--- config.mk ---
export PLATFORM = sky130hd
export DESIGN_NAME = if_fetch_ctrl
export DESIGN_NICKNAME = d
export VERILOG_FILES = /design/src/rtl/pipe_pkg.sv /design/src/rtl/if_skid_buf.sv /design/src/rtl/if_fetch_ctrl.sv
export SDC_FILE = /design/constraint.sdc
export NUM_CORES = 1
export LEC_CHECK = 0
export CAP_MARGIN = 20
export CORE_MARGIN = 4
export CORE_UTILIZATION = 53
export DETAILED_ROUTE_END_ITERATION = 12
export PLACE_DENSITY = 0.82
export SETUP_SLACK_MARGIN = 0.05
export SYNTH_ARGS = -nofsm -noshare
export SYNTH_HDL_FRONTEND = slang
export SYNTH_SLANG_ARGS = --single-unit
--- constraint.sdc ---
create_clock -name clk -period 2.3 [get_ports clk]
set_input_delay 0.23 -clock clk [delete_from_list [all_inputs] [get_ports clk]]
set_output_delay 0.23 -clock clk [all_outputs]
set_load 0.05 [all_outputs]
--- src/rtl/pipe_pkg.sv ---
// Shared pipeline definitions: data width, NOP encoding, default PC step,
// the IF fetch state encoding and a word-alignment helper.
package pipe_pkg;

   localparam int XLEN = 32;

   localparam logic [XLEN-1:0] INSTR_NOP       = 32'h0000_0000;
   localparam logic [XLEN-1:0] PC_STEP_DEFAULT = 32'd4;

   typedef enum logic [1:0] {
      FS_IDLE  = 2'd0,
      FS_FETCH = 2'd1,
      FS_HOLD  = 2'd2,
      FS_DRAIN = 2'd3
   } fetch_state_t;

   // Instruction fetches are word aligned; low address bits are dropped.
   function automatic logic [XLEN-1:0] align_word(input logic [XLEN-1:0] addr);
      return {addr[XLEN-1:2], 2'b00};
   endfunction

endpackage

--- src/rtl/if_skid_buf.sv ---
// Single-entry skid buffer holding one fetched word (pc + instruction) that
// arrived while the IF/ID output was stalled. Clear wins over load, load
// wins over unload.
module if_skid_buf
   import pipe_pkg::*;
(
   input  logic            clk,
   input  logic            rst_n,
   input  logic            i_load,
   input  logic            i_unload,
   input  logic            i_clear,
   input  logic [XLEN-1:0] i_pc,
   input  logic [XLEN-1:0] i_instr,
   output logic            o_valid,
   output logic [XLEN-1:0] o_pc,
   output logic [XLEN-1:0] o_instr
);

   logic            r_valid;
   logic [XLEN-1:0] r_pc;
   logic [XLEN-1:0] r_instr;

   // Entry storage: capture on load, drop on unload or clear.
   always_ff @(posedge clk or negedge rst_n) begin
      if (!rst_n) begin
         r_valid <= 1'b0;
         r_pc    <= '0;
         r_instr <= INSTR_NOP;
      end else if (i_clear) begin
         r_valid <= 1'b0;
      end else if (i_load) begin
         r_valid <= 1'b1;
         r_pc    <= i_pc;
         r_instr <= i_instr;
      end else if (i_unload) begin
         r_valid <= 1'b0;
      end
   end

   assign o_valid = r_valid;
   assign o_pc    = r_pc;
   assign o_instr = r_instr;

endmodule

--- src/rtl/if_fetch_ctrl.sv ---
// Instruction fetch controller: issues one outstanding request at a time to
// instruction memory, presents fetched words on the IF/ID register, absorbs
// a word that lands during an ID stall in a one-entry skid buffer, and
// flushes/refetches on EX redirects.
//
// Optional build macro IF_PERF_CNT_EN adds the perf_fetch_cnt and
// perf_bubble_cnt saturating counters.
//
// state    | meaning
// ---------+-------------------------------------------------------------
// FS_IDLE  | one cycle after reset release, no request
// FS_FETCH | normal fetching; request driven from the registered r_req
// FS_HOLD  | output stalled with the next word parked in the skid buffer
// FS_DRAIN | redirect seen mid-request; wait for the old ack, discard it
//
// imem_req is registered: the decision to request in the next cycle is taken
// at the clock edge from the current if_valid/id_stall. A word acked while the
// output turned out to be stalled goes to the skid buffer.
module if_fetch_ctrl
   import pipe_pkg::*;
#(
   parameter logic [XLEN-1:0] RESET_PC = 32'h0000_0000,
   parameter logic [XLEN-1:0] PC_STEP  = PC_STEP_DEFAULT
)(
   input  logic            clk,
   input  logic            rst_n,
   output logic            imem_req,
   output logic [XLEN-1:0] imem_addr,
   input  logic            imem_ack,
   input  logic [XLEN-1:0] imem_rdata,
   input  logic            id_stall,
   input  logic            ex_redirect,
   input  logic [XLEN-1:0] ex_target,
   output logic            if_valid,
   output logic [XLEN-1:0] if_pc,
   output logic [XLEN-1:0] if_instr
`ifdef IF_PERF_CNT_EN
   ,
   output logic [31:0]     perf_fetch_cnt,
   output logic [31:0]     perf_bubble_cnt
`endif
);

   fetch_state_t    r_state;
   logic [XLEN-1:0] r_pc;
   logic [XLEN-1:0] r_drain_addr;
   logic            r_req;
   logic            r_valid;
   logic [XLEN-1:0] r_if_pc;
   logic [XLEN-1:0] r_if_instr;

   logic            w_ack;
   logic            w_out_busy;
   logic            w_skid_load;
   logic            w_skid_unload;
   logic            w_skid_clear;
   logic            w_skid_valid;
   logic [XLEN-1:0] w_skid_pc;
   logic [XLEN-1:0] w_skid_instr;
   logic [XLEN-1:0] w_target;

   // Acks only count against our own live request, so a stray ack left over
   // from before a reset is ignored.
   always_comb begin
      w_ack         = imem_ack && r_req;
      w_out_busy    = r_valid && id_stall;
      w_target      = align_word(ex_target);
      w_skid_clear  = ex_redirect;
      w_skid_load   = !ex_redirect && (r_state == FS_FETCH) && w_ack && w_out_busy;
      w_skid_unload = !ex_redirect && (r_state == FS_HOLD) && !id_stall;
   end

   if_skid_buf u_skid (
      .clk      (clk),
      .rst_n    (rst_n),
      .i_load   (w_skid_load),
      .i_unload (w_skid_unload),
      .i_clear  (w_skid_clear),
      .i_pc     (r_pc),
      .i_instr  (imem_rdata),
      .o_valid  (w_skid_valid),
      .o_pc     (w_skid_pc),
      .o_instr  (w_skid_instr)
   );

   // FSM, fetch PC and request register; redirect takes priority over all.
   always_ff @(posedge clk or negedge rst_n) begin
      if (!rst_n) begin
         r_state      <= FS_IDLE;
         r_pc         <= RESET_PC;
         r_drain_addr <= RESET_PC;
         r_req        <= 1'b0;
      end else if (ex_redirect) begin
         r_pc <= w_target;
         case (r_state)
            FS_FETCH: begin
               if (r_req && !imem_ack) begin
                  // Old request must still complete; remember its address.
                  r_state      <= FS_DRAIN;
                  r_drain_addr <= r_pc;
                  r_req        <= 1'b1;
               end else begin
                  r_state <= FS_FETCH;
                  r_req   <= 1'b1;
               end
            end
            FS_DRAIN: begin
               if (w_ack) begin
                  r_state <= FS_FETCH;
               end
               r_req <= 1'b1;
            end
            default: begin
               r_state <= FS_FETCH;
               r_req   <= 1'b1;
            end
         endcase
      end else begin
         case (r_state)
            FS_IDLE: begin
               r_state <= FS_FETCH;
               r_req   <= 1'b1;
            end
            FS_FETCH: begin
               if (w_ack) begin
                  r_pc <= r_pc + PC_STEP;
                  if (w_out_busy) begin
                     r_state <= FS_HOLD;
                     r_req   <= 1'b0;
                  end else begin
                     r_req   <= 1'b1;
                  end
               end else if (!r_req) begin
                  r_req <= !w_out_busy;
               end
            end
            FS_HOLD: begin
               if (!id_stall) begin
                  r_state <= FS_FETCH;
                  r_req   <= 1'b1;
               end
            end
            FS_DRAIN: begin
               if (w_ack) begin
                  r_state <= FS_FETCH;
                  r_req   <= 1'b1;
               end
            end
            default: begin
               r_state <= FS_IDLE;
               r_req   <= 1'b0;
            end
         endcase
      end
   end

   // IF/ID output register: load from memory or skid, hold under stall,
   // drop once consumed so a word is never presented twice.
   always_ff @(posedge clk or negedge rst_n) begin
      if (!rst_n) begin
         r_valid    <= 1'b0;
         r_if_pc    <= '0;
         r_if_instr <= INSTR_NOP;
      end else if (ex_redirect) begin
         r_valid <= 1'b0;
      end else begin
         case (r_state)
            FS_FETCH: begin
               if (w_ack && !w_out_busy) begin
                  r_valid    <= 1'b1;
                  r_if_pc    <= r_pc;
                  r_if_instr <= imem_rdata;
               end else if (r_valid && !id_stall) begin
                  r_valid <= 1'b0;
               end
            end
            FS_HOLD: begin
               if (!id_stall) begin
                  r_valid    <= w_skid_valid;
                  r_if_pc    <= w_skid_pc;
                  r_if_instr <= w_skid_instr;
               end
            end
            default: begin
               r_valid <= 1'b0;
            end
         endcase
      end
   end

   assign imem_req  = r_req;
   assign imem_addr = (r_state == FS_DRAIN) ? r_drain_addr : r_pc;
   assign if_valid  = r_valid;
   assign if_pc     = r_if_pc;
   assign if_instr  = r_if_instr;

`ifdef IF_PERF_CNT_EN
   logic [31:0] r_perf_fetch;
   logic [31:0] r_perf_bubble;

   // Delivered-word counter, saturating.
   always_ff @(posedge clk or negedge rst_n) begin
      if (!rst_n) begin
         r_perf_fetch <= '0;
      end else if (r_valid && !id_stall && (r_perf_fetch != 32'hFFFF_FFFF)) begin
         r_perf_fetch <= r_perf_fetch + 32'd1;
      end
   end

   // Empty-output cycles outside IDLE, saturating.
   always_ff @(posedge clk or negedge rst_n) begin
      if (!rst_n) begin
         r_perf_bubble <= '0;
      end else if ((r_state != FS_IDLE) && !r_valid && (r_perf_bubble != 32'hFFFF_FFFF)) begin
         r_perf_bubble <= r_perf_bubble + 32'd1;
      end
   end

   assign perf_fetch_cnt  = r_perf_fetch;
   assign perf_bubble_cnt = r_perf_bubble;
`endif

endmodule

==> results of run 1 <==
[final timing paths]
check / startpoint / end / slack, ns
worst max-delay path: r_state[1]$_DFFE_PN0P_ / r_pc[31]$_DFFE_PN0P_ / 0.15
worst min-delay path: ex_redirect / r_pc[3]$_DFFE_PN0P_ / 0.18
worst max register to register: r_state[1]$_DFFE_PN0P_ / r_pc[31]$_DFFE_PN0P_ / 0.15
worst min register to register: u_skid.o_instr[0]$_DFFE_PN0P_ / u_skid.o_instr[0]$_DFFE_PN0P_ / 0.49
max in group asynchronous: rst_n / r_drain_addr[7]$_DFFE_PN0P_ / 1.31
min in group asynchronous: rst_n / if_pc[17]$_DFFE_PN0P_ / 0.31
[cell type report]
class | instances | area, um^2
well taps | 220 | 275
fillers | 1195 | 5130
multi-input cells | 467 | 4110
repair buffers | 187 | 1900
flip-flops and latches | 189 | 4730
inverters | 9 | 33.8
clock inverters | 8 | 81.3
clock buffers | 24 | 502
[flip-flops by register name, summed over array words and instances, names as in the netlist]
signal          flops
r_state             2
u_skid.o_instr     32
if_valid            1
imem_req            1
if_instr           32
u_skid.o_valid      1
if_pc              30
u_skid.o_pc        30
r_pc               30
r_drain_addr       30
[critical path, cell delays in order (launching register included)]
cell	delay (ns)
sky130_fd_sc_hd__dfrtp_2	0.45
sky130_fd_sc_hd__inv_1	0.11
sky130_fd_sc_hd__ha_1	0.20
sky130_fd_sc_hd__buf_4	0.20
sky130_fd_sc_hd__nand4b_2	0.18
sky130_fd_sc_hd__buf_4	0.22
sky130_fd_sc_hd__or3_1	0.37
sky130_fd_sc_hd__o31a_1	0.25
sky130_fd_sc_hd__o21ai_0	0.07
[cell families after synthesis]
kind of cell	Yosys count	synth area share, %
AO/OA/AOI/OAI	73	5.13
XOR/XNOR	10	0.958
adder cells (fa/ha/maj)	6	0.821
buffers and inverters	70	3.85
flip-flops	189	51.7
multiplexers	234	28.8
other	1	0.0410
AND/OR/NAND/NOR	140	8.66
[placed cells by master, fill, tap and decap left out, types with 3 or more instances in the layout]
| cell type | count |
|---|---|
| sky130_fd_sc_hd__nor4_1 | 3 |
| sky130_fd_sc_hd__and3_1 | 3 |
| sky130_fd_sc_hd__conb_1 | 4 |
| sky130_fd_sc_hd__inv_1 | 8 |
| sky130_fd_sc_hd__dfrtp_1 | 188 |
| sky130_fd_sc_hd__clkbuf_16 | 17 |
| sky130_fd_sc_hd__mux2_1 | 14 |
| sky130_fd_sc_hd__clkdlybuf4s50_1 | 128 |
| sky130_fd_sc_hd__buf_12 | 13 |
| sky130_fd_sc_hd__mux2_2 | 219 |
| sky130_fd_sc_hd__a31oi_1 | 8 |
| sky130_fd_sc_hd__and2_1 | 4 |
| sky130_fd_sc_hd__nand3_1 | 12 |
| sky130_fd_sc_hd__buf_4 | 42 |
| sky130_fd_sc_hd__o31ai_1 | 6 |
| sky130_fd_sc_hd__nor3_1 | 5 |
| sky130_fd_sc_hd__nand2_1 | 45 |
| sky130_fd_sc_hd__nand4_1 | 16 |
| sky130_fd_sc_hd__ha_1 | 4 |
| sky130_fd_sc_hd__a21oi_1 | 5 |
| sky130_fd_sc_hd__xor2_1 | 4 |
| sky130_fd_sc_hd__or4_1 | 8 |
| sky130_fd_sc_hd__o21ai_0 | 33 |
| sky130_fd_sc_hd__xnor2_1 | 6 |
| sky130_fd_sc_hd__clkbuf_8 | 6 |
| sky130_fd_sc_hd__and4_1 | 9 |
| sky130_fd_sc_hd__nor2_1 | 15 |
| sky130_fd_sc_hd__or3_1 | 4 |
[power groups by stage]
stage / Combinational [uW] / Clock (uW) / Sequential (uW)
2_1_floorplan: 3310 / 0 / 7080
3_3_place_gp: 7360 / 0 / 5330
3_5_place_dp: 7540 / 0 / 5470
4_1_cts: 7610 / 2940 / 5430
5_1_grt: 7960 / 3100 / 5600
6_report: 7570 / 2890 / 5440
[layer usage]
layer	track usage, %	up-vias	wire (um)
li1	-	2916	-
met4	7.52	0	391
met3	5.66	43	1470
met1	29.1	3297	8890
met2	40.9	231	11700
met5	0	-	0
[per-stage QoR]
step                util [%]  std cells  TNS [ns]
floorplan                  -        726    -0.418
finish                  69.4       1104         0
CTS                     69.2       1101         0
global route            69.4       1104         0
global placement        65.6       1068         0
detailed placement      65.6       1068         0
[what timing repair did]
item                                   4_1_cts  5_1_grt
gates resized for setup                      2        3
buffers inserted                             0        3
setup endpoints to repair                   21       40
pin swaps                                    1        1
hold buffers                                 1        0
endpoints found under the hold margin       45        0
==> summary.txt, run 1 <==
Clock network
  • Root buffer selected by CTS: sky130_fd_sc_hd__clkbuf_16
  • Number of buffers created by CTS: 17
  • Clock-pin transition on the worst setup and hold timing paths: 0.07 ns
  • Buffer levels on the longest clock path: 2
  • Clock network latency to the later pin of the worst-skew pair: ~0.43 ns
  • Number of H-tree levels: 4
  • TritonCTS sink count: 189
  • Clock tree from TritonCTS: yes

Routing
  • Remaining design rule violation count: 0
  • Detailed Routing Iterations Pass 1: 5
  • Vias per cell: 5.88
  • Wire per inst: 20.3 um
  • Initial DRC Count: between 500 and 600
  • Vias after detailed routing: between 6000 and 7000
  • Final antenna-violating net count: 0
  • Total detailed-routing wirelength: about 22000 um

Setup path
  • Crit-path max FO: 10
  • Startpoint type of the worst setup path: flip-flop
  • Critical path capture point type: flip-flop
  • Worst setup path category: reg2reg
  • Crit path required time: approximately 2.7 ns
  • Critical path data arrival time: around 2.5 ns
  • Cells on worst reg2reg path: 8

Synth
  • Number of synthesized register bits: 189
  • Number of distinct library cell variants in the gate-level netlist after synthesis: 60
  • Count leader, synth: sky130_fd_sc_hd__mux2_2
  • Number of warnings issued by yosys: 0
  • Post-synth top area cell: sky130_fd_sc_hd__dfrtp_1
  • Fraction of the yosys area taken by sequential cells: 51.7%
  • Post-synth EDFFs: 0
  • Fraction of synthesized cell area taken by the top area cell type: 51.7%
  • Area of the mapped netlist: just over 9000 um^2
  • Commonest cells in the synthesized netlist: sky130_fd_sc_hd__mux2_2 (219), sky130_fd_sc_hd__dfrtp_1 (189), sky130_fd_sc_hd__nand2_1 (45), sky130_fd_sc_hd__o21ai_0 (33), sky130_fd_sc_hd__buf_2 (22)
  • Predominant post-synthesis flop cell: sky130_fd_sc_hd__dfrtp_1
  • Cell types with the largest area share after synthesis: sky130_fd_sc_hd__dfrtp_1 (52%), sky130_fd_sc_hd__mux2_2 (27%), sky130_fd_sc_hd__nand2_1 (1.8%), sky130_fd_sc_hd__o21ai_0 (1.8%), sky130_fd_sc_hd__mux2_1 (1.7%)
  • Gate Count Post-Synth: ~720
  • Syn_area_per_cell: roughly 13 um^2
  • Async SR Flop Fraction: 100%

Power
  • IR Drop Worst-Case VDD: between 1000 and 1500 uV
  • Net switching fraction of the power: about two fifths
  • Internal power of the cells: between 9000 and 10000 uW
  • Register share of total power: about a third
  • Cell Pwr Density: between 1000 and 1500 nW/um^2
  • Proportion of power drawn by the clock network: 18.2%
  • Total Power: around 16000 uW
  • Leak pwr: 0.00498 uW
  • Combinational group share of total power: between 40% and 50%
  • NetSw: ~6500 uW

STA
  • Maximum clock skew at final layout: 0.00790 ns
  • Share of the clock period used by the worst path: 93.3%
  • Worst hold slack after final layout: ~0.18 ns
  • Final WS setup: between 0.15 and 0.2 ns
  • Maximum clock frequency: roughly 0.47 GHz
  • Setup repair after global routing missed its margin: false
  • Number of endpoints failing setup at the final stage: 0
  • Final hold violations: 0
  • Slew of the pin with the lowest slew margin: ~0.57 ns
  • Worst-case headroom to the max-slew limit: 61.5%
  • Final worst path period need: between 2 and 2.5 ns
  • Final Max Tran Viols: 0

Placement
  • HPWL after DPL: around 15000 um
  • Final Wtd Congestion: between 0.8 and 0.9
  • Place WS: between 0.1 and 0.15 ns
  • Number of buffer cells added on primary ports: 160
  • Placed Instance Area: around 11000 um^2

Cells and area
  • Final nets: between 900 and 1000
  • Cell area after layout: around 12000 um^2
  • Antenna fix cells: 0
  • Layout cells sized above 1: about 36%
  • Synth-to-Final Area Change: 27.2%

Die
  • Row cnt: between 40 and 50
  • Core Region: around 17000 um^2
  • Starting Density: 54.6%
  • Number of top-level pins: 167
  • Die Y: around 140 um
  • Full die area: around 19000 um^2
  • Horizontal die dimension: roughly 140 um

GRT
  • Tot GR Track Use: a little under a quarter
  • Pin count of the biggest net entering global routing: 64
  • Via count of the first global-routing pass: between 7000 and 8000
  • Global-route wire length before repair: approximately 37000 um
  • Leftover overflow at the end of global routing: 0
  • Number of antenna violations at the first check in global routing: 0

Worst hold path
  • Type of the tightest min-delay check: in2reg
  • Number of cells traversed by the worst hold path: 3

Run
  • Max-Cap Viols: 0

Run status
  • Outcome: finished, final reports clean
No activity file was read; power rests on OpenSTA's default activity.
==> inputs of run 2 (changes only) <==
--- a/config.mk
+++ b/config.mk
@@ -6,7 +6,7 @@
 export NUM_CORES = 1
 export LEC_CHECK = 0
 export CAP_MARGIN = 20
-export CORE_MARGIN = 4
+export CORE_MARGIN = 2
 export CORE_UTILIZATION = 53
 export DETAILED_ROUTE_END_ITERATION = 12
 export PLACE_DENSITY = 0.82
==> summary.txt, run 2 (same netlist as run 1, synthesis figures left out) <==
Worst hold path
  • Hold_sp: ex_redirect
  • Type of the tightest min-delay check: in2reg
  • Worst min-delay path endpoint: r_pc[5]$_DFFE_PN0P_
  • Number of cells traversed by the worst hold path: 3 (unchanged)

Setup path
  • Worst setup path category: reg2out
  • Startpoint type of the worst setup path: flip-flop
  • R2r setup slk: 0.16 ns (about the same)
  • Cells on worst reg2reg path: 7 (-1)
  • R2r startpoint: r_state[1]$_DFFE_PN0P_
  • Crit-path max FO: 14 (+4)
  • Critical path capture point type: primary output
  • Timing startpoint of the critical path: r_state[1]$_DFFE_PN0P_
  • Crit path required time: 2.07 ns (-0.58 ns)
  • Worst R2R End: r_pc[23]$_DFFE_PN0P_
  • Critical path data arrival time: 1.94 ns (-0.55 ns)

Cells and area
  • Commonest non-fill, non-tap cell in the layout: sky130_fd_sc_hd__mux2_2
  • Utilization after layout: 68.1% (-1.3 points)
  • Antenna fix cells: 0 (unchanged)
  • Top library cells by usage in the layout, fill and taps aside: sky130_fd_sc_hd__mux2_2 (219), sky130_fd_sc_hd__dfrtp_1 (188), sky130_fd_sc_hd__clkdlybuf4s50_1 (128)
  • Layout cells sized above 1: 36.4% (+0.072 points)
  • Count of filler cells inserted in the layout: 1263 (+5.7%)
  • Synth-to-Final Area Change: 27.1% (about the same)
  • Final nets: 947 (+0.11%)

Die
  • Horizontal die dimension: 135 um (-2.9%)
  • Die Y: 135 um (-2.9%)
  • Full die area: 18300 um^2 (-5.7%)
  • Number of top-level pins: 167 (unchanged)
  • Core Region: 17100 um^2 (+1.8%)
  • Starting Density: 53.6% (-0.95 points)
  • Row cnt: 48 (+2.1%)

Routing
  • Initial DRC Count: 353 (-32%)
  • Detailed Routing Iterations Pass 1: 4 (-1)
  • Wire per inst: 18.6 um (-8.7%)
  • Vias per cell: 5.62 (-4.3%)
  • Remaining design rule violation count: 0 (unchanged)
  • Final antenna-violating net count: 0 (unchanged)
  • Total detailed-routing wirelength: 20600 um (-8.2%)
  • Vias after detailed routing: 6243 (-3.8%)

Clock network
  • Buffer levels on the longest clock path: 2 (unchanged)
  • Clock tree from TritonCTS: yes
  • Clock network latency to the later pin of the worst-skew pair: 0.43 ns (about the same)
  • Number of buffers created by CTS: 17 (unchanged)
  • Root buffer selected by CTS: sky130_fd_sc_hd__clkbuf_16
  • Clock-pin transition on the worst setup and hold timing paths: 0.07 ns (about the same)
  • Number of H-tree levels: 4 (unchanged)
  • TritonCTS sink count: 189 (unchanged)
  • Number of post-CTS setup repair buffers: 0 (unchanged)

STA
  • Share of the clock period used by the worst path: 94.5% (+1.2 points)
  • Slew of the pin with the lowest slew margin: 0.580 ns (+0.00679 ns)
  • Maximum clock frequency: 0.460 GHz (-1.3%)
  • Number of endpoints failing setup at the final stage: 0 (unchanged)
  • Final Max Tran Viols: 0 (unchanged)
  • Final hold violations: 0 (unchanged)
  • Worst-case headroom to the max-slew limit: 61.2% (-0.28 points)
  • Final worst path period need: 2.17 ns (+0.0275 ns)
  • Setup repair after global routing missed its margin: true
  • Maximum clock skew at final layout: 0.0129 ns (+0.00498 ns)
  • Worst hold slack after final layout: 0.237 ns (+0.0549 ns)

Power
  • IR Drop Worst-Case VDD: 1050 uV (-15%)
  • Cell Pwr Density: 1360 nW/um^2 (-0.33%)
  • Leak pwr: 0.00499 uW (+0.16%)

GRT
  • Number of antenna violations at the first check in global routing: 0 (unchanged)
  • Via count of the first global-routing pass: 6411 (-8.9%)
  • Tot GR Track Use: 23.2% (-0.33 points)
  • Leftover overflow at the end of global routing: 0 (unchanged)
  • Pin count of the biggest net entering global routing: 53 (-17%)
  • Global-route wire length before repair: 33300 um (-9.6%)

Placement
  • Final Wtd Congestion: 0.821 (-4.0%)
  • Number of buffer cells added on primary ports: 160 (unchanged)
  • HPWL after DPL: 14000 um (-9.3%)

Run status
  • Outcome: finished, final reports clean

Run
  • Max-Cap Viols: 0 (unchanged)
[run 2: power breakdown]
group          internal [uW]  total [uW]  leakage, uW  switching [uW]
registers               4620        5360      0.00237             745
clock network           1750        3020     0.000298            1270
logic                   3120        7460      0.00232            4340
[run 2: repair_timing]
| action | in CTS | in global routing |
|---|---|---|
| hold buffers | 1 | 0 |
| pin swaps | 0 | 0 |
| resized for setup | 1 | 3 |
| hold endpoints to repair | 48 | 0 |
| endpoints found under the setup margin | 17 | 26 |
[run 2: worst max-delay path: stages (launching register included)]
cell and delay [ns]:
sky130_fd_sc_hd__dfrtp_1 0.46, sky130_fd_sc_hd__ha_4 0.24, sky130_fd_sc_hd__buf_4 0.25, sky130_fd_sc_hd__mux2_2 0.37, sky130_fd_sc_hd__buf_4 0.19
[run 2: how the worst max path moves through the flow]
stage                                 to  slack, ns  depth (start not counted)
detailed placement  r_pc[23]$_DFFE_PN0P_       0.12                          6
global route        r_pc[22]$_DFFE_PN0P_       0.04                          7
CTS                        imem_addr[12]       0.08                          4
floorplan                  imem_addr[11]      -0.08                          4
global placement    r_pc[23]$_DFFE_PN0P_       0.17                          6
finish                     imem_addr[12]       0.13                          4
[run 2: metal layers]
metal / up-vias / GRT usage (%) / wire length [um]
li1: 2915 / - / -
met1: 3149 / 30.1 / 8840
met2: 166 / 38.0 / 10100
met3: 13 / 7.11 / 1470
met4: 0 / 6.54 / 186
met5: - / 0 / 0
[run 2: metrics by stage]
| step | cells | setup TNS (ns) | area [um^2] | total power (uW) | setup WS (ns) |
|---|---|---|---|---|---|
| after CTS | 1110 | 0 | 11600 | 16000 | 0.0776 |
| final | 1110 | 0 | 11600 | 15800 | 0.127 |
| after detailed placement | 1077 | 0 | 11000 | 12900 | 0.124 |
| after global placement | 1077 | 0 | 11000 | 12700 | 0.174 |
| after floorplan | 726 | -0.418 | 9150 | 10400 | -0.0835 |
| after global routing | 1110 | 0 | 11600 | 16600 | 0.0417 |
[run 2: cell type report]
class / count / area (um^2) / share of cell area (%)
Timing Repair Buffer: 188 / 1860 / 16.0
Multi-Input combinational cell: 467 / 4110 / 35.3
Tap cell: 225 / 282 / 2.42
Sequential cell: 189 / 4730 / 40.7
Clock inverter: 13 / 161 / 1.39
Inverter: 9 / 33.8 / 0.291
Clock buffer: 19 / 443 / 3.81
